--- src/rtl/pipe_ctrl.sv ---
// Pipeline hazard / redirect controller for a 5-stage in-order core.
// Arbitrates stall, flush and PC-redirect requests in a fixed priority
// order, sequences ecall/mret traps through a drain-then-redirect FSM and
// parks a redirect while fetch is stalled so it is not lost.
//
// Handshake note: there is no valid/ready pair here. Every request input is
// a level that is honoured in the cycle it is high. redirect_ena_o is a level
// that the PC register samples on the next rising edge. A redirect raised
// while if_stall_req=1 stays asserted until the first cycle with
// if_stall_req=0; that is the cycle the fetch unit consumes it.
module pipe_ctrl #(
    parameter int unsigned PC_W = 64
) (
    input  logic            clk,
    input  logic            rst,
    input  logic            if_stall_req,
    input  logic            id_stall_req,
    input  logic            mem_stall_req,
    input  logic            id_flush,
    input  logic [PC_W-1:0] jalr_pc,
    input  logic            ex_br_ena,
    input  logic [PC_W-1:0] ex_br_pc,
    input  logic            trap_req,
    input  logic [PC_W-1:0] trap_pc,
    input  logic            ex_valid,
    input  logic            mem_valid,
    output logic [4:0]      stall_o,
    output logic [2:0]      flush_o,
    output logic            redirect_ena_o,
    output logic [PC_W-1:0] redirect_pc_o,
    output logic            trap_busy_o,
    output logic            trap_done_o,
    output logic [1:0]      dbg_state_o
);

    typedef enum logic [1:0] {
        S_IDLE  = 2'd0,
        S_DRAIN = 2'd1,
        S_REDIR = 2'd2
    } state_t;

    // Redirect source rank, used to decide whether a new redirect may
    // replace one that is parked behind a fetch stall.
    localparam logic [1:0] P_NONE = 2'd0;
    localparam logic [1:0] P_JALR = 2'd1;
    localparam logic [1:0] P_TRAP = 2'd2;
    localparam logic [1:0] P_BR   = 2'd3;

    state_t          r_state;
    logic [PC_W-1:0] r_trap_pc;
    logic            r_pend_vld;
    logic [PC_W-1:0] r_pend_pc;
    logic [1:0]      r_pend_prio;

    state_t          w_state_nxt;
    logic            w_latch_trap;
    logic [4:0]      w_stall;
    logic [2:0]      w_flush;
    logic            w_new_ena;
    logic [PC_W-1:0] w_new_pc;
    logic [1:0]      w_new_prio;
    logic            w_done;
    logic            w_take_new;
    logic            w_redir_ena;
    logic [PC_W-1:0] w_redir_pc;

    // Fixed-priority arbitration of this cycle's requests and FSM next state.
    always_comb begin
        w_state_nxt  = r_state;
        w_latch_trap = 1'b0;
        w_stall      = 5'b00000;
        w_flush      = 3'b000;
        w_new_ena    = 1'b0;
        w_new_pc     = '0;
        w_new_prio   = P_NONE;
        w_done       = 1'b0;
        if (mem_stall_req) begin
            // Whole pipe frozen; FSM and parked redirect hold their state.
            w_stall = 5'b11111;
        end else if (ex_br_ena) begin
            // A resolved branch beats any in-flight trap (the trap was on
            // the wrong path).
            w_new_ena   = 1'b1;
            w_new_pc    = ex_br_pc;
            w_new_prio  = P_BR;
            w_flush     = 3'b011;
            w_state_nxt = S_IDLE;
        end else if (r_state == S_DRAIN) begin
            // Hold the trapping instruction in decode, bubble ex, and let
            // older instructions retire.
            w_stall = 5'b00011;
            w_flush = 3'b010;
            if (!ex_valid && !mem_valid) begin
                w_state_nxt = S_REDIR;
            end
        end else if (r_state == S_REDIR) begin
            w_new_ena   = 1'b1;
            w_new_pc    = r_trap_pc;
            w_new_prio  = P_TRAP;
            w_flush     = 3'b001;
            w_done      = 1'b1;
            w_state_nxt = S_IDLE;
        end else begin
            // Trap acceptance only arms the FSM; this cycle is otherwise
            // arbitrated among the decode/fetch requests.
            if (trap_req) begin
                w_state_nxt  = S_DRAIN;
                w_latch_trap = 1'b1;
            end
            if (id_stall_req) begin
                // Load-use stall also suppresses a jalr sitting in decode.
                w_stall = 5'b00011;
                w_flush = 3'b010;
            end else if (id_flush) begin
                w_new_ena  = 1'b1;
                w_new_pc   = jalr_pc;
                w_new_prio = P_JALR;
                w_flush    = 3'b001;
            end else if (if_stall_req) begin
                w_stall = 5'b00011;
                w_flush = 3'b010;
            end
        end
    end

    // Merge the fresh redirect with the parked one; an equal or higher rank
    // (newer) redirect wins, a lower rank one is dropped.
    always_comb begin
        w_take_new  = w_new_ena && (!r_pend_vld || (w_new_prio >= r_pend_prio));
        w_redir_ena = 1'b0;
        w_redir_pc  = '0;
        if (!mem_stall_req) begin
            if (w_take_new) begin
                w_redir_ena = 1'b1;
                w_redir_pc  = w_new_pc;
            end else if (r_pend_vld) begin
                w_redir_ena = 1'b1;
                w_redir_pc  = r_pend_pc;
            end
        end
    end

    // Trap FSM, latched trap target and parked-redirect register.
    always_ff @(posedge clk) begin
        if (rst) begin
            r_state     <= S_IDLE;
            r_trap_pc   <= '0;
            r_pend_vld  <= 1'b0;
            r_pend_pc   <= '0;
            r_pend_prio <= P_NONE;
        end else begin
            r_state <= w_state_nxt;
            if (w_latch_trap) begin
                r_trap_pc <= trap_pc;
            end
            if (!mem_stall_req) begin
                if (if_stall_req) begin
                    if (w_take_new) begin
                        r_pend_vld  <= 1'b1;
                        r_pend_pc   <= w_new_pc;
                        r_pend_prio <= w_new_prio;
                    end
                end else begin
                    // Fetch is free this cycle, so the redirect on the bus
                    // is consumed now.
                    r_pend_vld  <= 1'b0;
                    r_pend_pc   <= '0;
                    r_pend_prio <= P_NONE;
                end
            end
        end
    end

    // Reset forces every control output low regardless of inputs.
    assign stall_o        = rst ? 5'b00000 : w_stall;
    assign flush_o        = rst ? 3'b000 : w_flush;
    assign redirect_ena_o = rst ? 1'b0 : w_redir_ena;
    assign redirect_pc_o  = rst ? '0 : w_redir_pc;
    assign trap_busy_o    = !rst && (r_state != S_IDLE);
    assign trap_done_o    = !rst && w_done;
    assign dbg_state_o    = r_state;

endmodule

--- config.mk ---
export PLATFORM = sky130hd
export DESIGN_NAME = pipe_ctrl
export DESIGN_NICKNAME = d
export VERILOG_FILES = /design/src/rtl/pipe_ctrl.sv
export SDC_FILE = /design/constraint.sdc
export NUM_CORES = 1
export LEC_CHECK = 0
export ABC_AREA = 1
export CORE_MARGIN = 5
export CORE_UTILIZATION = 58
export CTS_CLUSTER_DIAMETER = 40
export DETAILED_ROUTE_END_ITERATION = 10
export DONT_BUFFER_PORTS = 1
export PLACE_DENSITY = 0.74
export SLEW_MARGIN = 25
export SYNTH_ARGS = -nofsm -noshare
export SYNTH_HDL_FRONTEND = slang
export SYNTH_SLANG_ARGS = --single-unit
--- constraint.sdc ---
create_clock -name clk -period 5.7 [get_ports clk]
set_clock_uncertainty 0.1 [all_clocks]
set_input_delay 0.855 -clock clk [delete_from_list [all_inputs] [get_ports clk]]
set_output_delay 0.855 -clock clk [all_outputs]
set_load 0.01 [all_outputs]
==> results_dict.tcl <==
set metrics [dict create \
    synth_edf_count 0 \
    synth_ff_type "dfxtp_1" \
    grt_max_degree 74 \
    clock_latency_ns 0.42 \
    grt_pass1_wl_um 36850 \
    worstSetupStartpointType "flop" \
    syn_area_um2 7303 \
    synth_top_area_cell "dfxtp_1" \
    fp.dieH_um 122.2 \
    worst_pin_slew_ns 1.050 \
    drv_slew 0 \
    clockBufferDepth 2 \
    critical_path_class "reg2out" \
    rsz0062_at_grt "false" \
    synth_warnings 0 \
    cp_slowest_stage_delay_ns 0.66 \
    hold_violations 0 \
    avgSynthCellArea_um2 6.329 \
    initial_core_util_pct 58.59 \
    ant_nets 0 \
    fmax_mhz 214.2 \
    worst_hold_path_type "reg2reg" \
    cp-end-kind "primary output" \
    drtPass1Iterations 5 \
    core_area_um2 12470 \
    rows 41 \
    post-route-period-util_pct 81.92 \
    finalSetupTns_ns 0 \
    cts-buffers-inserted 17 \
    cts-root-buf "clkbuf_16" \
    grt_pass1_vias 7060 \
    p_leak_nw 2.676 \
    crit_buf_inv 4 \
    vias 7818 \
    ctsHoldBuffers 0 \
    ys_types 25 \
    antenna_found_initial 2 \
    crit_top_cell "nand2_1" \
    crit_path_top_delay_cell "nand3_2" \
    critPathArrivalTime_ns 3.71 \
    gp_congestion 0.8902 \
    yosys.area.top_type_share_pct 36.46 \
    ys_ff_latch 133 \
    setup_violations 0 \
    via_per_inst 6.210 \
    die_area_um2 14940 \
    async_flop_share_pct 0 \
    yosysMostFrequentCell "nor2_1" \
    drc 0 \
    drv_cap 0 \
    cp_top_family "simple AND/OR/NAND/NOR gates" \
    clkSinkCount 133 \
    wl_per_cell_um 19.51 \
    drt-initial-drc-count 885 \
    ios 279 \
    syn_inst 1154 \
    die_w_um 122.2 \
    crit_path_cell_trace "inv_1 -> ha_1 -> inv_2 -> nand3b_1 -> o21ai_0 -> nand2_1 -> ha_1 -> inv_1 -> nand2_1 -> nand2_1 -> nand2_1 -> nand3_2 -> buf_4 -> o21ai_0 -> nor2_1" \
    portBuffers 0 \
    post-cts-setup-buffers 0 \
    grtUsageTotal_pct 31.28 \
    cp_max_fo 45 \
    synth_nets 1361 \
    clk_pin_slew_worst_paths_ns 0.05 \
    htree_num_levels 4 \
    tritoncts "done" \
    drive_above_1_share_pct 5.253 \
    vdd_drop_max_mv 0.1707 \
    placed_cell_area_um2 7178 \
    area_growth_pct 6.664 \
    synth_common_cells "nor2_1 (265), a21oi_1 (261), nand2_1 (144)" \
    finalCriticalPeriod_ns 4.669 \
    design_area_um2 7790 \
    synth.area.top_cells "dfxtp_1 (36%), a21oi_1 (18%), nor2_1 (14%)" \
    overflow 0 \
    wl_um 24560 \
    status "finished, final reports clean" \
    cts_resized 0 \
    dp_hpwl_um 15630 \
    powerDensity_nw_per_um2 321.3 \
    fin_nets 1279 \
    critPathRequiredTime_ns 4.74 \
    slew_headroom_pct 29.87 \
    yosysSeqAreaShare_pct 36.46 \
]
power by group:
group | internal (mW) | switching (mW)
clock | 0.710 | 0.401
combinational | 0.109 | 0.282
sequential | 0.976 | 0.0253
total | 1.80 | 0.708
kinds of logic (layout without fill, tap and decap cells):
| group | after synthesis | in the layout | synth area share [%] |
|---|---|---|---|
| AND/OR/NAND/NOR | 486 | 486 | 27.57 |
| AO/OA/AOI/OAI | 396 | 396 | 27.24 |
| flip-flops | 133 | 133 | 36.46 |
| buffers and inverters | 133 | 64 | 7.829 |
| adder cells (fa/ha/maj) | 5 | 5 | 0.8566 |
| other | 1 | 3 | 0.05135 |
worst reg2reg max path, cell delays in order (launching register included):
cell      delay, ns
dfxtp_1        0.43
inv_1          0.11
ha_1           0.26
inv_2          0.08
nand3b_1       0.11
o21ai_0        0.23
nand2_1        0.09
ha_1           0.28
inv_1          0.03
nand2_1        0.05
nand2_1        0.05
nand2_1        0.10
nand3_2        0.66
nand2_1        0.28
nand2_2        0.37
buf_4          0.43
nand2_1        0.13
a21oi_1        0.07
stage by stage:
step | worst slack (ns) | total power, mW | utilization (%) | std cells | hold slack, ns
floorplan | 1.936 | 1.327 | - | 1154 | 0.3390
global placement | 1.552 | 1.397 | 57.34 | 1224 | 0.3468
detailed placement | 1.484 | 1.402 | 57.58 | 1225 | 0.3497
CTS | 1.051 | 2.508 | 62.45 | 1257 | 0.3582
global route | 0.7515 | 2.605 | 62.49 | 1259 | 0.3751
finish | 1.031 | 2.503 | 62.49 | 1259 | 0.3601
registers in the layout (all words and copies together) (netlist names):
| signal | cells |
|---|---|
| r_pend_vld | 1 |
| r_pend_pc | 64 |
| r_pend_prio | 2 |
| dbg_state_o | 2 |
| r_trap_pc | 64 |
worst paths after layout:
check | slack, ns | startpoint | cells after the start | endpoint
min reg2reg | 0.36 | r_pend_pc[0] | 2 | r_pend_pc[0]
min | 0.36 | r_pend_pc[0] | 2 | r_pend_pc[0]
max | 1.03 | dbg_state_o[1] | 15 | redirect_pc_o[59]
max reg2reg | 1.74 | dbg_state_o[1] | 17 | r_pend_pc[52]
placed cells by master (no fill, tap or decap), types with 2 or more instances in the layout:
| cell type | n |
|---|---|
| clkinv_2 | 4 |
| nand4_1 | 68 |
| diode_2 | 2 |
| o21ai_0 | 131 |
| nor2_4 | 4 |
| inv_2 | 5 |
| a21oi_1 | 261 |
| bufinv_16 | 2 |
| ha_1 | 5 |
| nand2_1 | 144 |
| buf_4 | 10 |
| clkinvlp_4 | 2 |
| nor2_1 | 263 |
| inv_1 | 13 |
| clkbuf_16 | 17 |
| clkbuf_8 | 6 |
| dfxtp_1 | 132 |
| nor3_1 | 2 |
routing by layer:
| metal | part of all wire, % | GRT usage, % | vias up |
|---|---|---|---|
| met5 | 0 | 0 | - |
| met4 | 3.3 | 14.07 | 0 |
| li1 | - | - | 3741 |
| met3 | 11 | 9.631 | 58 |
| met2 | 46 | 49.23 | 420 |
| met1 | 40 | 39.51 | 3599 |
final cells by class:
| cell class | count | area [µm²] |
|---|---|---|
| fill | 1245 | 4676 |
| multi-input combinational | 888 | 4099 |
| sequential | 133 | 2664 |
| clock buffer | 24 | 511.7 |
| tap | 172 | 215.2 |
| timing repair buffer | 12 | 122.6 |
| clock inverter | 8 | 95.09 |
| inverter | 20 | 77.57 |
| antenna | 2 | 5.005 |
Note: power is estimated with default switching activity, not from simulation.
